===== src/rtl/task2a_fsm_if.sv =====
// S-memory bus plus start/finish handshake for the RC4 KSA swap controller.
// master is the controller side, slave is the memory/host side.
interface task2a_fsm_if;
   logic        start;
   logic [23:0] secret_key;
   logic        finish;
   logic        wren;
   logic [7:0]  address;
   logic [7:0]  data;
   logic [7:0]  q;

   modport master (
      input  start, secret_key, q,
      output finish, wren, address, data
   );

   modport slave (
      output start, secret_key, q,
      input  finish, wren, address, data
   );
endinterface


===== src/rtl/task2a_fsm.sv =====
// RC4 key-scheduling swap phase: for i=0..255, j+=s[i]+key[i%3], swap s[i]/s[j].
// Outputs are registered on entry to each state, so they hold for that whole state.
module task2a_fsm (
   input  logic         clock,
   input  logic         reset_n,
   task2a_fsm_if.master bus
);

   typedef enum logic [3:0] {
      StIdle, StRdI, StWtI, StLtI, StRdJ, StWtJ, StLtJ, StWrI, StWrJ, StNext, StDone
   } state_e;

   state_e      state_q;
   logic [7:0]  i_q, j_q, si_q, sj_q;
   logic [1:0]  kidx_q;
   logic [7:0]  addr_q, data_q;
   logic        wren_q, finish_q;
   logic [7:0]  key_byte;
   logic [7:0]  j_next;

   always_comb begin
      case (kidx_q)
         2'd0:    key_byte = bus.secret_key[23:16];
         2'd1:    key_byte = bus.secret_key[15:8];
         default: key_byte = bus.secret_key[7:0];
      endcase
   end

   assign j_next = j_q + bus.q + key_byte;

   always_ff @(posedge clock or negedge reset_n) begin
      if (!reset_n) begin
         state_q  <= StIdle;
         i_q      <= 8'd0;
         j_q      <= 8'd0;
         si_q     <= 8'd0;
         sj_q     <= 8'd0;
         kidx_q   <= 2'd0;
         addr_q   <= 8'd0;
         data_q   <= 8'd0;
         wren_q   <= 1'b0;
         finish_q <= 1'b0;
      end else begin
         unique case (state_q)
            StIdle: begin
               wren_q   <= 1'b0;
               finish_q <= 1'b0;
               if (bus.start) begin
                  i_q     <= 8'd0;
                  j_q     <= 8'd0;
                  kidx_q  <= 2'd0;
                  addr_q  <= 8'd0;
                  state_q <= StRdI;
               end
            end
            StRdI: state_q <= StWtI;
            StWtI: state_q <= StLtI;
            StLtI: begin
               si_q    <= bus.q;
               j_q     <= j_next;
               addr_q  <= j_next;
               state_q <= StRdJ;
            end
            StRdJ: state_q <= StWtJ;
            StWtJ: state_q <= StLtJ;
            StLtJ: begin
               sj_q    <= bus.q;
               addr_q  <= i_q;
               data_q  <= bus.q;
               wren_q  <= 1'b1;
               state_q <= StWrI;
            end
            StWrI: begin
               addr_q  <= j_q;
               data_q  <= si_q;
               wren_q  <= 1'b1;
               state_q <= StWrJ;
            end
            StWrJ: begin
               wren_q  <= 1'b0;
               state_q <= StNext;
            end
            StNext: begin
               // Stop after i=255 so the counter never wraps into a 257th pass.
               if (i_q == 8'd255) begin
                  finish_q <= 1'b1;
                  state_q  <= StDone;
               end else begin
                  i_q     <= i_q + 8'd1;
                  addr_q  <= i_q + 8'd1;
                  kidx_q  <= (kidx_q == 2'd2) ? 2'd0 : kidx_q + 2'd1;
                  state_q <= StRdI;
               end
            end
            StDone: begin
               finish_q <= 1'b0;
               state_q  <= StIdle;
            end
            default: state_q <= StIdle;
         endcase
      end
   end

   assign bus.address = addr_q;
   assign bus.data    = data_q;
   assign bus.wren    = wren_q;
   assign bus.finish  = finish_q;

endmodule


===== src/flat_wrapper.sv =====
// flat-port wrapper written by rule: the top's interface ports become plain ports
module task2a_fsm_flat 
  (clock, reset_n, bus_start, bus_secret_key, bus_q, bus_finish, bus_wren, bus_address, bus_data);
  task2a_fsm_if bus_i ();
  input  logic clock;
  input  logic reset_n;
  input wire logic [$bits(bus_i.start)-1:0] bus_start;
  input wire logic [$bits(bus_i.secret_key)-1:0] bus_secret_key;
  input wire logic [$bits(bus_i.q)-1:0] bus_q;
  output wire logic [$bits(bus_i.finish)-1:0] bus_finish;
  output wire logic [$bits(bus_i.wren)-1:0] bus_wren;
  output wire logic [$bits(bus_i.address)-1:0] bus_address;
  output wire logic [$bits(bus_i.data)-1:0] bus_data;
  assign bus_i.start = bus_start;
  assign bus_i.secret_key = bus_secret_key;
  assign bus_i.q = bus_q;
  assign bus_finish = bus_i.finish;
  assign bus_wren = bus_i.wren;
  assign bus_address = bus_i.address;
  assign bus_data = bus_i.data;
  task2a_fsm u_core (.clock(clock), .reset_n(reset_n), .bus(bus_i));
endmodule

===== config.mk =====
export PLATFORM = sky130hd
export DESIGN_NAME = task2a_fsm_flat
export DESIGN_NICKNAME = d
export VERILOG_FILES = /design/src/rtl/task2a_fsm_if.sv /design/src/rtl/task2a_fsm.sv /design/src/flat_wrapper.sv
export SDC_FILE = /design/constraint.sdc
export NUM_CORES = 1
export LEC_CHECK = 0
export ABC_CLOCK_PERIOD_IN_PS = 3900
export CAP_MARGIN = 20
export CELL_PAD_IN_SITES_DETAIL_PLACEMENT = 1
export CELL_PAD_IN_SITES_GLOBAL_PLACEMENT = 2
export CORE_ASPECT_RATIO = 0.6
export CORE_UTILIZATION = 32
export CTS_CLUSTER_DIAMETER = 200
export CTS_CLUSTER_SIZE = 10
export DETAILED_ROUTE_END_ITERATION = 12
export PLACE_DENSITY_LB_ADDON = 0.1
export SETUP_SLACK_MARGIN = 0.02
export SLEW_MARGIN = 20
export SYNTH_ARGS = -nofsm -noshare
export SYNTH_HDL_FRONTEND = slang
export SYNTH_SLANG_ARGS = --single-unit

===== constraint.sdc =====
create_clock -name clock -period 3.9 [get_ports clock]
set_clock_uncertainty 0.05 [all_clocks]
set_input_delay 0.585 -clock clock [delete_from_list [all_inputs] [get_ports clock]]
set_output_delay 0.585 -clock clock [all_outputs]
set_load 0.02 [all_outputs]

# After elaboration in Yosys (flattened, before gate mapping)
# Cells that the tools add are included.
totals:
  register_bits: 48
  wordCells: 61
classes:
  n_addsub: 4
  eq_ne: 16
  n_mux: 17
  n_reduce_logical: 15
op_table:
  columns: ["cell", "count"]
  rows:
  - ["$pmux 8 s2", 4]
  - ["$pmux 4 s10", 1]
  - ["$pmux 8 s5", 1]
  - ["$add 8x8->8", 2]
  - ["$eq 4x3->1 const B", 4]
  - ["$mux 8", 2]
  - ["$eq 4x4->1 const B", 3]
  - ["$reduce_bool 2->1", 5]
  - ["$add 8x1->8 const B", 1]
  - ["$eq 4x2->1 const B", 2]
  - ["$eq 8x8->1 const B", 1]
  - ["$mux 4", 2]
  - ["$mux 2", 3]
  - ["$reduce_and 3->1", 2]
  - ["$reduce_or 2->1", 3]
  - ["$reduce_bool 5->1", 1]
  - ["$eq 4x1->1 const B", 1]
  - ["$logic_not 4->1", 1]
  - ["$ne 2x2->1 const B", 2]
  - ["$pmux 1 s2", 2]
  - ["$pmux 2 s2", 1]
  - ["$reduce_and 2->1", 2]
  - ["$add 2x1->2 const B", 1]
  - ["$eq 2x1->1 const B", 1]
  - ["4 further kinds", 4]

# Longest topological paths before layout
depth:
  depth_word: 4
  ltp_mapped: 14
  mapped_depth_nobuf: 12

# Least setup slack after synthesis
# Ideal clock, no wire load.
synth_timing:
  path_kind: "reg2reg"
  startpoint: "reg u_core.kidx_q[1]"
  endpoint: "reg u_core.addr_q[7], in the netlist u_core.bus.address[7]"
  setup_ns: 0.087
  arrival_time_ns: 2.767
  required_time_ns: 3.763
  path_slack_ns: 0.996
  stages_incl_launch_ff: 14
  n_path_buf: 2
  path_cell_list: "dfrtp_1 > clkbuf_1 > clkbuf_1 > o21ai_0 > fa_1 > ha_1 > inv_1 > fa_1 > nor2b_1 > o31ai_1 > a21oi_1 > xnor2_1 > nand2_1 > a22oi_1"
synth_via:
  elab_chain_cells: 4
synth_lines:
  columns: ["element", "line", "text"]
  rows:
  - ["from (decl)", "task2a_fsm.sv:15", "logic [1:0] kidx_q;"]
  - ["from (signal assigned)", "task2a_fsm.sv:91", "kidx_q <= (kidx_q == 2'd2) ? 2'd0 : kidx_q + 2'd1;"]
  - ["$eq 2x1->1 or $logic_not 2->1 (tied branches)", "task2a_fsm.sv:22", "case (kidx_q)"]
  - ["$pmux 8 s2 (*)", "task2a_fsm.sv:22", null]
  - ["$add 8x8->8 (*)", "task2a_fsm.sv:29", "assign j_next = j_q + bus.q + key_byte;"]
  - ["$pmux 8 s5 (*)", "task2a_fsm.sv:44", "unique case (state_q)"]
  - ["to (signal assigned)", "task2a_fsm.sv:61", "addr_q <= j_next;"]
  - ["to (signal assigned)", "task2a_fsm.sv:68", "addr_q <= i_q;"]
  - ["to (signal assigned)", "task2a_fsm.sv:74", "addr_q <= j_q;"]
  - ["to (decl)", "task2a_fsm.sv:16", "logic [7:0] addr_q, data_q;"]
# Every way passes the cells marked *; elsewhere a longest branch is shown, timed or not.
# A chain may end at the register's enable or synchronous reset.

# Worst setup path in the final report
# Ends and elaborated chain as after synthesis.

==> impl_metrics.py <==
metrics = {
    "timing": {
        "setup_viol": 0,
        "post-route-period-util": 0.8296,
        "finalMaxSlewViolations": 0,
        "fmax_mhz": 309.1,
        "maxSlewHeadroom": 0.5058,
        "rsz0062_at_grt": "false",
        "worst_slew_pin_slew_ns": 0.7414,
        "period_minus_slack_ns": 3.235,
        "fin_setup_tns_ns": 0,
        "hold_violations": 0,
    },
    "grt": {
        "antenna_found_initial": 0,
        "grt_util_met3": 0.03838,
        "grt_pass1_vias": 2469,
        "grt_util_all_layers": 0.1939,
        "use_met1": 0.3109,
        "grt_overflow": 0,
        "grt_start_max_net_pins": 26,
        "busiest_layer": "met1",
        "grt_util_met2": 0.2538,
        "grt_pass1_wl_um": 14150,
    },
    "die": {
        "pin_count": 53,
        "core-area_mm2": 0.008816,
        "die_y_um": 77.05,
        "die_w_um": 127.1,
        "start_util": 0.3408,
        "dieArea_mm2": 0.009792,
        "rows": 26,
    },
    "cts": {
        "clock_latency_ns": 0.30,
        "numCtsBuffers": 5,
        "h-tree-depth": 2,
        "cts_hold_buf": 0,
        "clockBufferDepth": 2,
        "post-cts-setup-buffers": 0,
        "cts.sinks": 48,
        "cts-root-buf": "clkbuf_16",
        "clk_pin_slew_ns": 0.07,
        "cts_tree": "built",
        "ctsResizeCount": 0,
    },
    "setup_path": {
        "cp-startpoint": "u_core.kidx_q[1]",
        "rr_startpoint": "u_core.kidx_q[1]",
        "cp_data_required_time_ns": 4.06,
        "cp_max_fo": 18,
        "slowest_delay_ns": 0.76,
        "critPathLaunchType": "flip-flop",
        "endpoint_kind": "flip-flop",
        "cp_slowest_cell": "dfrtp_1",
        "cp_cell_sequence": "o21ai_0 -> fa_1 -> ha_1 -> inv_1 -> fa_1 -> nor2b_1 -> o31ai_1 -> a21oi_1 -> xnor2_1 -> nand2_1 -> a22oi_1",
        "crit_top_cell": "fa_1",
        "worstPathArrival_ns": 3.40,
        "criticalPathCategory": "flip-flop to flip-flop",
    },
    "layout": {
        "fillerInstances": 1019,
        "n_antenna_cell": 0,
        "area_growth_pct": 25.11,
        "drive_gt1_frac": 0.07507,
        "nets": 422,
        "final_cells": 499,
    },
    "power": {
        "p_per_area_mw_per_mm2": 827.9,
        "p_leak_nw": 1.668,
        "power_frac_comb": 0.545,
        "swShare": 0.4485,
        "p_clk_frac": 0.148,
        "p_int_mw": 1.716,
        "seqPwrFrac": 0.307,
        "p_sw_mw": 1.396,
        "ir_worst_vdd_mv": 0.2626,
    },
    "place": {
        "placedCellCount": 491,
        "routabilityCongestion": 0.7732,
        "io_buffers": 52,
        "dp_hpwl_um": 6466,
    },
    "status": {
        "status": "complete, no violations",
    },
    "yosys": {
        "synth_async_sr_flop_share": 1.000,
        "synth_seq_area_share": 0.3998,
        "synth_commonest_cells": "nand2_1, dfrtp_1, inv_1, nor2_1, o21ai_0",
        "synthTopCellsByArea": "dfrtp_1, nand2_1, mux2i_1",
        "synth_seq_cells": 48,
        "syn_area_per_cell_um2": 9.215,
        "yosysWarningCount": 0,
        "syn_area_mm2": 0.003004,
        "synth_edf_count": 0,
        "synth_top_cell_area_share": 0.3998,
        "syn_nets": 376,
        "yosys.area.top_type": "dfrtp_1",
        "yosysMostFrequentCell": "nand2_1",
        "yosys_most_used_dff": "dfrtp_1",
        "ys_types": 51,
        "netlist_instances": 326,
    },
    "drt": {
        "totalWireLength_um": 8531,
        "drtIter0Drc": 88,
        "ant_nets": 0,
        "vias": 2483,
        "post_drt_wl_per_cell_um": 17.10,
        "drc": 0,
        "drt-vias-per-instance": 4.976,
        "first_pass_iters": 4,
    },
    "hold_path": {
        "hp-class": "input port to async pin",
    },
    "flow_run": {
        "maxCapViolCount": 0,
    },
}
==> kinds of logic after synthesis <==
kind of cell / share of synthesized area
fa+ha+maj: 0.08246
buf+inv: 0.06664
mux: 0.06705
flops: 0.3998
simple gates: 0.1779
xor+xnor: 0.03499
compound gates: 0.1712
==> sequential cells by signal (all words and copies together), names as in the netlist <==
name and cells:
u_core.i_q 8, u_core.kidx_q 2, u_core.si_q 8, u_core.state_q 4, u_core.j_q 8, u_core.bus.finish 1
u_core.bus.address 8, u_core.bus.wren 1, u_core.bus.data 8
==> per-layer routing <==
metal | vias to the layer above | wire (um)
met5 | - | 0
met4 | 0 | 76
met3 | 5 | 318
met2 | 49 | 3323
met1 | 1225 | 4813
li1 | 1204 | -
==> placed cells by master (no fill, tap or decap), drive strengths merged, types with 5 or more instances in the layout <==
cell,synthesis,final
fa,8,8
inv,24,24
clkdlybuf4s50,0,51
dfrtp,48,48
a21oi,22,22
xnor2,9,9
o21ai,37,37
nor2,25,25
ha,7,7
mux2i,19,19
nand3,7,7
clkbuf,3,6
nand2,53,53
buf,15,6
o22ai,5,5
==> path summary, 6_finish.rpt <==
| path | to | slack [ns] | cells past startpoint |
|---|---|---|---|
| max | u_core.bus.address[7] | 0.66 | 11 |
| min | u_core.bus.data[0] | 0.26 | 1 |
| max reg2reg | u_core.bus.address[7] | 0.66 | 11 |
| min reg2reg | u_core.bus.data[1] | 0.43 | 2 |
| max in group asynchronous | u_core.kidx_q[0] | 2.75 | 2 |
| min in group clock | u_core.bus.data[1] | 0.43 | 2 |
==> cell type report <==
cell class | instances | area, um2 | area share
multi-input cells | 236 | 1603 | 0.4264
well taps | 126 | 157.7 | 0.04194
inverters | 24 | 90.09 | 0.02397
repair buffers | 57 | 553.0 | 0.1471
flip-flops and latches | 48 | 1201 | 0.3196
clock inverters | 2 | 15.01 | 0.003995
clock buffers | 6 | 138.9 | 0.03695
==> critical path, delay by kind of cell (launching register included) <==
family	cells	cell delay [ns]
AOI/OAI and AO/OA	4	0.76
xor gates and xnor gates	1	0.14
adders and majority gates	3	1.10
buffers and inverters	1	0.06
DFF	1	0.76
and+or+nand+nor	2	0.27
==> metrics by stage <==
| stage | utilization | worst slack, ns | total power, mW | area, um2 | hold WS, ns |
|---|---|---|---|---|---|
| after global routing | 0.4263 | 0.3992 | 3.400 | 3759 | 0.3026 |
| after global placement | 0.4089 | 0.4346 | 2.640 | 3605 | 0.4125 |
| final | 0.4263 | 0.6647 | 3.112 | 3759 | 0.2560 |
| after CTS | 0.4263 | 0.6211 | 3.153 | 3759 | 0.2790 |
| after detailed placement | 0.4089 | 0.3919 | 2.679 | 3605 | 0.4200 |
| after floorplan | - | 0.9957 | 2.160 | 3004 | 0.2394 |
==> power by group through the flow <==
| stage | combinational [mW] | clock (mW) | sequential [mW] |
|---|---|---|---|
| 6_report | 1.70 | 0.460 | 0.954 |
| 2_1_floorplan | 1.23 | 0 | 0.932 |
| 4_1_cts | 1.72 | 0.475 | 0.955 |
| 3_5_place_dp | 1.72 | 0 | 0.964 |
| 5_1_grt | 1.91 | 0.500 | 0.993 |
| 3_3_place_gp | 1.68 | 0 | 0.955 |
Note: power is estimated with default switching activity, not from simulation.
